$ cat src/rtl/iir_wb_sequencer.sv
// Wishbone master that feeds buffered samples into the IIR filter slave (write X,
// settle, read Y) and returns each filtered result on an output valid/ready stream.
module iir_wb_sequencer #(
    parameter int                    DATA_WIDTH    = 32,
    parameter int                    ADDR_WIDTH    = 7,
    parameter logic [ADDR_WIDTH-1:0] ADDR_X        = 7'h3C,
    parameter logic [ADDR_WIDTH-1:0] ADDR_Y        = 7'h40,
    parameter int                    FIFO_DEPTH    = 4,
    parameter int                    SETTLE_CYCLES = 2,
    parameter int                    ACK_TIMEOUT   = 16
) (
    input  logic                  wb_clk_i,
    input  logic                  wb_rst_n_i,
    input  logic                  enable_i,
    input  logic                  clear_err_i,
    input  logic [DATA_WIDTH-1:0] s_data_i,
    input  logic                  s_valid_i,
    output logic                  s_ready_o,
    output logic [DATA_WIDTH-1:0] m_data_o,
    output logic                  m_valid_o,
    input  logic                  m_ready_i,
    output logic [ADDR_WIDTH-1:0] wbm_adr_o,
    output logic [DATA_WIDTH-1:0] wbm_dat_o,
    input  logic [DATA_WIDTH-1:0] wbm_dat_i,
    output logic                  wbm_we_o,
    output logic                  wbm_stb_o,
    output logic                  wbm_cyc_o,
    input  logic                  wbm_ack_i,
    output logic                  busy_o,
    output logic                  timeout_err_o,
    output logic [15:0]           sample_cnt_o
);

    localparam int PTR_W = $clog2(FIFO_DEPTH);
    localparam int TO_W  = $clog2(ACK_TIMEOUT + 1);
    localparam int ST_W  = (SETTLE_CYCLES > 1) ? $clog2(SETTLE_CYCLES) : 1;

    typedef enum logic [2:0] {
        ST_IDLE,
        ST_WR,
        ST_SETTLE,
        ST_RD,
        ST_OUT
    } state_e;

    // ---------------------------------------------------------------- FIFO
    logic [DATA_WIDTH-1:0] fifo_mem [FIFO_DEPTH];
    logic [PTR_W:0]        wr_ptr_q, wr_ptr_d;
    logic [PTR_W:0]        rd_ptr_q, rd_ptr_d;
    logic                  fifo_empty;
    logic                  fifo_full;
    logic                  push;
    logic                  pop;

    assign fifo_empty = (wr_ptr_q == rd_ptr_q);
    assign fifo_full  = (wr_ptr_q[PTR_W] != rd_ptr_q[PTR_W]) &&
                        (wr_ptr_q[PTR_W-1:0] == rd_ptr_q[PTR_W-1:0]);

    // Ready only follows the registered pointers, so a same-cycle pop never frees a full FIFO.
    assign s_ready_o = !fifo_full && wb_rst_n_i;
    assign push      = s_valid_i && s_ready_o;

    always_comb begin
        wr_ptr_d = push ? wr_ptr_q + (PTR_W+1)'(1) : wr_ptr_q;
        rd_ptr_d = pop  ? rd_ptr_q + (PTR_W+1)'(1) : rd_ptr_q;
    end

    // NOTE: storage array has no reset; emptiness is defined by the pointers alone,
    // which keeps the array mappable to plain RAM/regfile cells.
    always_ff @(posedge wb_clk_i) begin
        if (push) begin
            fifo_mem[wr_ptr_q[PTR_W-1:0]] <= s_data_i;
        end
    end

    // ------------------------------------------------------------ sequencer
    state_e                state_q, state_d;
    logic [ADDR_WIDTH-1:0] adr_q, adr_d;
    logic [DATA_WIDTH-1:0] dat_q, dat_d;
    logic                  we_q, we_d;
    logic                  cyc_q, cyc_d;
    logic [TO_W-1:0]       to_cnt_q, to_cnt_d;
    logic [ST_W-1:0]       settle_q, settle_d;
    logic [DATA_WIDTH-1:0] m_data_q, m_data_d;
    logic                  m_valid_q, m_valid_d;
    logic [15:0]           cnt_q, cnt_d;
    logic                  err_q, err_d;
    logic                  timeout_set;
    logic                  to_hit;

    assign to_hit = (to_cnt_q == TO_W'(ACK_TIMEOUT - 1));

    // NOTE: every signal assigned here gets its default first, so no path leaves
    // a value unassigned and no latch is inferred.
    always_comb begin
        state_d     = state_q;
        adr_d       = adr_q;
        dat_d       = dat_q;
        we_d        = we_q;
        cyc_d       = cyc_q;
        to_cnt_d    = to_cnt_q;
        settle_d    = settle_q;
        m_data_d    = m_data_q;
        m_valid_d   = m_valid_q;
        cnt_d       = cnt_q;
        pop         = 1'b0;
        timeout_set = 1'b0;

        unique case (state_q)
            ST_IDLE: begin
                if (enable_i && !fifo_empty && !err_q) begin
                    adr_d    = ADDR_X;
                    dat_d    = fifo_mem[rd_ptr_q[PTR_W-1:0]];
                    we_d     = 1'b1;
                    cyc_d    = 1'b1;
                    to_cnt_d = '0;
                    state_d  = ST_WR;
                end
            end
            ST_WR: begin
                if (wbm_ack_i) begin
                    cyc_d = 1'b0;
                    we_d  = 1'b0;
                    dat_d = '0;
                    pop   = 1'b1;
                    if (SETTLE_CYCLES == 0) begin
                        adr_d    = ADDR_Y;
                        cyc_d    = 1'b1;
                        to_cnt_d = '0;
                        state_d  = ST_RD;
                    end else begin
                        settle_d = ST_W'(SETTLE_CYCLES - 1);
                        state_d  = ST_SETTLE;
                    end
                end else if (to_hit) begin
                    // The head stays in the FIFO so it is retried once the error clears.
                    cyc_d       = 1'b0;
                    we_d        = 1'b0;
                    dat_d       = '0;
                    timeout_set = 1'b1;
                    state_d     = ST_IDLE;
                end else begin
                    to_cnt_d = to_cnt_q + TO_W'(1);
                end
            end
            ST_SETTLE: begin
                if (settle_q == '0) begin
                    adr_d    = ADDR_Y;
                    we_d     = 1'b0;
                    cyc_d    = 1'b1;
                    to_cnt_d = '0;
                    state_d  = ST_RD;
                end else begin
                    settle_d = settle_q - ST_W'(1);
                end
            end
            ST_RD: begin
                if (wbm_ack_i) begin
                    cyc_d     = 1'b0;
                    m_data_d  = wbm_dat_i;
                    m_valid_d = 1'b1;
                    state_d   = ST_OUT;
                end else if (to_hit) begin
                    cyc_d       = 1'b0;
                    timeout_set = 1'b1;
                    state_d     = ST_IDLE;
                end else begin
                    to_cnt_d = to_cnt_q + TO_W'(1);
                end
            end
            ST_OUT: begin
                if (m_ready_i) begin
                    m_valid_d = 1'b0;
                    cnt_d     = cnt_q + 16'd1;
                    state_d   = ST_IDLE;
                end
            end
            default: state_d = ST_IDLE;
        endcase

        // A new timeout outranks a simultaneous clear request.
        if (timeout_set) begin
            err_d = 1'b1;
        end else if (clear_err_i) begin
            err_d = 1'b0;
        end else begin
            err_d = err_q;
        end
    end

    // NOTE: state registers use non-blocking assignments so every flop samples
    // the pre-edge values regardless of statement order.
    always_ff @(posedge wb_clk_i or negedge wb_rst_n_i) begin
        if (!wb_rst_n_i) begin
            wr_ptr_q  <= '0;
            rd_ptr_q  <= '0;
            state_q   <= ST_IDLE;
            adr_q     <= '0;
            dat_q     <= '0;
            we_q      <= 1'b0;
            cyc_q     <= 1'b0;
            to_cnt_q  <= '0;
            settle_q  <= '0;
            m_data_q  <= '0;
            m_valid_q <= 1'b0;
            cnt_q     <= '0;
            err_q     <= 1'b0;
        end else begin
            wr_ptr_q  <= wr_ptr_d;
            rd_ptr_q  <= rd_ptr_d;
            state_q   <= state_d;
            adr_q     <= adr_d;
            dat_q     <= dat_d;
            we_q      <= we_d;
            cyc_q     <= cyc_d;
            to_cnt_q  <= to_cnt_d;
            settle_q  <= settle_d;
            m_data_q  <= m_data_d;
            m_valid_q <= m_valid_d;
            cnt_q     <= cnt_d;
            err_q     <= err_d;
        end
    end

    assign wbm_adr_o     = adr_q;
    assign wbm_dat_o     = dat_q;
    assign wbm_we_o      = we_q;
    assign wbm_cyc_o     = cyc_q;
    assign wbm_stb_o     = cyc_q;
    assign m_data_o      = m_data_q;
    assign m_valid_o     = m_valid_q;
    assign sample_cnt_o  = cnt_q;
    assign timeout_err_o = err_q;
    assign busy_o        = (state_q != ST_IDLE) || !fifo_empty;

endmodule
$ cat config.mk
export PLATFORM = sky130hd
export DESIGN_NAME = iir_wb_sequencer
export DESIGN_NICKNAME = d
export VERILOG_FILES = /design/src/rtl/iir_wb_sequencer.sv
export SDC_FILE = /design/constraint.sdc
export NUM_CORES = 1
export LEC_CHECK = 0
export CAP_MARGIN = 20
export CELL_PAD_IN_SITES_DETAIL_PLACEMENT = 1
export CELL_PAD_IN_SITES_GLOBAL_PLACEMENT = 1
export CORE_ASPECT_RATIO = 0.7
export CORE_MARGIN = 1
export CORE_UTILIZATION = 39
export DETAILED_ROUTE_END_ITERATION = 8
export PLACE_DENSITY_LB_ADDON = 0.1
export REMOVE_ABC_BUFFERS = 1
export SKIP_CTS_REPAIR_TIMING = 1
export SLEW_MARGIN = 25
export SYNTH_ARGS = -nofsm -noshare
export SYNTH_HDL_FRONTEND = slang
export SYNTH_SLANG_ARGS = --single-unit
$ cat constraint.sdc
create_clock -name wb_clk_i -period 2.2 [get_ports wb_clk_i]
set_clock_uncertainty 0.05 [all_clocks]
set_input_delay 0.44 -clock wb_clk_i [delete_from_list [all_inputs] [get_ports wb_clk_i]]
set_output_delay 0.44 -clock wb_clk_i [all_outputs]
set_load 0.005 [all_outputs]
==> results.tsv, run 1 <==
metric	value	unit
dieArea	24200	um^2
synth.most_common_cell	edfxtp_1	
clock_latency	510	ps
stdcell_area	12300	um^2
hold_violations	27	
fin_setup_tns	-222	ps
fin_crit_sh	110	%
hold_class	input port to asynchronous set/reset pin	
fin_hold_ws	-24.5	ps
fill_cells	2204	
dieWidth	185	um
grt_usage	17.3	%
cp-end-kind	primary output	
required	1710	ps
antenna_found_initial	1	
multi_input_area	2510	um^2
netlist_area	9180	um^2
synth-seq-area-share	69.4	%
nets	834	
max_slew.worst_pin.slew	713	ps
timing.slew.headroom	52.5	%
synth_top_area_share	41.9	%
cts_buffer_depth	3	
peakVddDrop	564	uV
dp_hpwl	13.2	mm
max_freq	413	MHz
grt_max_degree	102	
setup_ws	-221	ps
totalWireLength	20.8	mm
grt_pass1_wl	31.9	mm
row_count	46	
cts.reportedPaths.clkPinSlew	60	ps
setup_viol	2	
maxSlewViolCount	0	
start_kind	register	
status	complete, but fails checks	
overflow	0	
stdcell_count	1084	
initial_core_util	40.2	%
final_antenna_net_count	0	
clkSinkCount	229	
synth-edff-count	128	
synth-seq-cells	229	
leakage	4.86	nW
power_density	1310	nW/um^2
synth_top_cell_by_area	edfxtp_1	
synthDistinctLibCells	43	
critical_path_arrival	1930	ps
ff_latch_area	6370	um^2
synth_common_cells	edfxtp_1 (128), dfrtp_1 (101), nand2_1 (43), inv_1 (41), mux2_2 (36)	
drc_errors	0	
htreeDepth	1	
post_synth_main_area_contributors	edfxtp_1 (42%), dfrtp_1 (28%), mux4_2 (7.8%), mux2_2 (4.4%), mux2i_1 (3.6%)	
avgSynthCellArea	16.4	um^2
synth_ff_type	edfxtp_1	
rsz0062_at_grt	yes	
synthCells	561	
violations	negative hold slack, negative setup slack	
cts_made_buffers	24	
grt_pass1_vias	5727	
drtIter0Drc	245	
cts_tree	done	
fin_crit	2420	ps
synth-async-reset-ratio	44.1	%
dp.cells	1035	
place.gp.congestion	0.741	
port-buffer-count	162	
firstDrtPassIters	4	
drive_gt1_share	20.9	%
cap_viol_max_count	0	
placed_area	11300	um^2
fp.dieH	130	um
io_pins	165	
core	22800	um^2
path_class	register to primary output	
routed_via_density	4.89	
wl_per_cell	19.1	um
synth_warnings	0	
cts_root_buffer	clkbuf_16	
vias	5304	
area_growth	33.4	%
path_max_fanout	2	
==> state kept, by name (all words and copies together) (netlist names) <==
name and flops:
wr_ptr_q 3, m_valid_o 1, fifo_mem 128, timeout_err_o 1, sample_cnt_o 16, wbm_we_o 1, wbm_adr_o 2, m_data_o 32
wbm_dat_o 32, wbm_cyc_o 1, rd_ptr_q 3, to_cnt_q 5, state_q 3, settle_q 1
==> metrics by stage <==
step                total power, mW  setup slack, ps  util, %
detailed placement             12.0            -67.0     49.6
finish                         16.1             -221     53.6
CTS                            16.1             -608     53.0
global placement               11.8            -70.2     49.6
global route                   17.0             -285     53.6
floorplan                      9.03            -1240        -
==> path summary, 6_finish.rpt <==
check                                             start                            to  slack, ps  cells past startpoint
hold reg to reg            sample_cnt_o[15]$_DFFE_PN0P_  sample_cnt_o[15]$_DFFE_PN0P_        430                      1
hold / removal                               wb_rst_n_i      wbm_dat_o[5]$_DFFE_PN0P_        -20                      2
max in group asynchronous                    wb_rst_n_i       rd_ptr_q[0]$_DFFE_PN0P_       1660                      2
min in group wb_clk_i      sample_cnt_o[15]$_DFFE_PN0P_  sample_cnt_o[15]$_DFFE_PN0P_        430                      1
setup reg to reg                to_cnt_q[1]$_DFFE_PN0P_     wbm_dat_o[28]$_DFFE_PN0P_        130                      9
setup / recovery                rd_ptr_q[1]$_DFFE_PN0P_                        busy_o       -220                      4
==> critical path, stage by stage (launching register included) <==
cell and delay [ps]:
dfrtp_2 420, xor2_2 180, or3_4 370, or3_4 340, buf_6 120
==> cells by family after synthesis <==
kind of cell | synth area share, %
fa+ha+maj | 1.23
xor+xnor | 2.28
mux | 15.9
buf+inv | 3.84
flops | 69.4
compound gates | 2.34
simple gates | 5.01
other cells | 0.0408
==> cells in the final DEF, fill, tap and decap left out, drive strengths merged, types with 3 or more instances in the layout <==
| cell type | synthesis | final |
|---|---|---|
| inv | 41 | 41 |
| nor2 | 9 | 9 |
| nand2 | 43 | 43 |
| mux2i | 33 | 33 |
| a21oi | 3 | 3 |
| nand3 | 10 | 10 |
| o21ai | 11 | 11 |
| nand4 | 5 | 5 |
| clkinv | 0 | 4 |
| clkbuf | 14 | 39 |
| xnor2 | 15 | 15 |
| xor2 | 8 | 8 |
| and4 | 3 | 3 |
| or3 | 3 | 3 |
| nand2b | 4 | 4 |
| ha | 9 | 9 |
| clkdlybuf4s50 | 0 | 159 |
| mux2 | 36 | 36 |
| mux4 | 32 | 32 |
| dfrtp | 101 | 101 |
| edfxtp | 128 | 128 |
| buf | 19 | 37 |
| and3 | 9 | 9 |
| o31ai | 3 | 3 |
==> layout make-up <==
| cell class | count | share of cell area, % |
|---|---|---|
| Antenna cell | 1 | 0.0204 |
| Multi-Input combinational cell | 259 | 20.5 |
| Clock inverter | 7 | 0.695 |
| Tap cell | 312 | 3.19 |
| Clock buffer | 36 | 5.69 |
| Timing Repair Buffer | 199 | 16.6 |
| Inverter | 41 | 1.26 |
| Sequential cell | 229 | 52.0 |
==> per-layer routing <==
metal / track usage, % / share of wire, % / vias up
met5: 0 / 0 / -
met4: 3.79 / 1.6 / 0
met3: 3.96 / 4.8 / 29
met2: 28.2 / 49 / 121
li1: - / - / 2423
met1: 23.7 / 45 / 2731
==> where the power goes <==
group          internal [mW]  switching (mW)  leakage (nW)  total, mW
Combinational           3.34            2.55          2.06       5.89
Clock                   2.41            1.59         0.378       4.01
Sequential              5.62           0.554          2.42       6.18
Power figures use the tool's default switching activity.
==> run 2, diff against run 1 <==
--- a/config.mk
+++ b/config.mk
@@ -8,7 +8,6 @@
 export CAP_MARGIN = 20
 export CELL_PAD_IN_SITES_DETAIL_PLACEMENT = 1
 export CELL_PAD_IN_SITES_GLOBAL_PLACEMENT = 1
-export CORE_ASPECT_RATIO = 0.7
 export CORE_MARGIN = 1
 export CORE_UTILIZATION = 39
 export DETAILED_ROUTE_END_ITERATION = 8
==> results.tsv, run 2 (same netlist as run 1, synthesis figures left out) <==
metric	value	unit	change
status	complete, but fails checks		unchanged
violations	negative setup slack		was negative hold slack, negative setup slack
antenna_found_initial	0		was 1
use_met1	21.6	%	was 23.7%
area_growth	33.2	%	was 33.4%
critical_path_arrival	1960	ps	was 1930 ps
cts_tree	done		unchanged
max_slew.worst_pin.slew	779	ps	was 713 ps
fin_setup_tns	-246	ps	was -222 ps
totalWireLength	21.2	mm	was 20.8 mm
final_antenna_net_count	0		unchanged
maxSlewViolCount	0		unchanged
dieWidth	155	um	was 185 um
io_pins	165		unchanged
max_freq	409	MHz	was 413 MHz
fp.dieH	155	um	was 130 um
grtUsageMet2	32.4	%	was 28.2%
place.gp.congestion	0.739		was 0.741
grt_pass1_vias	6021		was 5727
timing.slew.headroom	48.1	%	was 52.5%
rsz0062_at_grt	yes		unchanged
clkSinkCount	229		unchanged
dieArea	24200	um^2	about the same
fin_util	53.5	%	was 53.6%
multi_input_area	2510	um^2	about the same
cap_viol_max_count	0		unchanged
grt_usage	17.8	%	was 17.3%
routed_via_density	4.92		was 4.89
peakVddDrop	586	uV	was 564 uV
required	1710	ps	about the same
final_cell_mix	clkdlybuf4s50_1 (159), edfxtp_1 (128), dfrtp_1 (98)		was clkdlybuf4s50_1 (159), edfxtp_1 (128), dfrtp_1 (99)
cts.reportedPaths.clkPinSlew	60	ps	about the same
setup_ws	-246	ps	was -221 ps
core	22800	um^2	about the same
setup_viol	1		was 2
fin_crit_sh	111	%	was 110%
dp_hpwl	13.3	mm	was 13.2 mm
cts_root_buffer	clkbuf_16		unchanged
reg2reg_slack	90	ps	was 130 ps
row_count	55		was 46
largest_reg_flops	128		unchanged
htreeDepth	1		unchanged
stdcell_count	1090		was 1084
layout_commonest_cell	clkdlybuf4s50_1		unchanged
hold_violations	0		was 27
vias	5366		was 5304
fin_crit	2450	ps	was 2420 ps
power_density	1310	nW/um^2	about the same
cts_buffer_depth	3		unchanged
grt_max_degree	59		was 102
placed_area	11300	um^2	about the same
top_usage_layer	met2		unchanged
power	16.1	mW	about the same
clock_latency	520	ps	was 510 ps
hold_class	input port to asynchronous set/reset pin		unchanged
port-buffer-count	162		unchanged
ff_latch_area	6370	um^2	about the same
grt_use_met3	3.45	%	was 3.96%
leakage	4.87	nW	was 4.86 nW
drtIter0Drc	220		was 245
overflow	0		unchanged
antenna_cells	0		was 1
dp.cells	1037		was 1035
drc_errors	0		unchanged
fill_cells	2187		was 2204
wl_per_cell	19.5	um	was 19.1 um
drive_gt1_share	21.1	%	was 20.9%
pre_cts_ws	-82.2	ps	was -67.0 ps
firstDrtPassIters	4		unchanged
cp-end-kind	primary output		unchanged
fin_hold_ws	221	ps	was -24.5 ps
grt_pass1_wl	33.3	mm	was 31.9 mm
cts_made_buffers	26		was 24
start_kind	register		unchanged
initial_core_util	40.2	%	about the same
nets	838		was 834
path_class	register to primary output		unchanged
stdcell_area	12200	um^2	was 12300 um^2
path_max_fanout	2		unchanged
## run 2: changes by cell type in the layout (fill, tap and decap cells not counted), moves of 3 or more
cell	change
buf_4	+6
buf_12	-5
clkbuf_1	-4
clkinv_1	+3
## run 2: critical path, cell delays in order, from the launching register on
cell and delay (ps):
dfrtp_1 420, xor2_2 200, or3_4 340, or3_1 360, clkbuf_2 120
## run 2: cell type report
type	instances	share of cell area (%)
Sequential cell	229	52.1
Multi-Input combinational cell	259	20.5
Timing Repair Buffer	201	16.2
Clock buffer	36	6.21
Tap cell	313	3.20
Inverter	41	1.26
Clock inverter	11	0.471
## run 2: final timing paths
| check | startpoint | end | cells after the start |
|---|---|---|---|
| setup / recovery | wr_ptr_q[0]$_DFFE_PN0P_ | busy_o | 4 |
| hold / removal | wb_rst_n_i | sample_cnt_o[10]$_DFFE_PN0P_ | 2 |
| setup reg to reg | wr_ptr_q[0]$_DFFE_PN0P_ | wbm_dat_o[18]$_DFFE_PN0P_ | 6 |
| hold reg to reg | sample_cnt_o[15]$_DFFE_PN0P_ | sample_cnt_o[15]$_DFFE_PN0P_ | 1 |
| max in group asynchronous | wb_rst_n_i | wbm_dat_o[14]$_DFFE_PN0P_ | 3 |
| min in group wb_clk_i | clear_err_i | timeout_err_o$_DFFE_PN0P_ | 2 |
## run 2: power breakdown
group          switching, mW  internal [mW]  total, mW
Sequential             0.543           5.63       6.17
Combinational           2.58           3.28       5.86
Clock                   1.65           2.40       4.05
## run 2: metal layers
layer	share of wire (%)	vias up
li1	-	2432
met1	42	2757
met2	52	151
met3	5.2	26
met4	1.2	0
met5	0	-
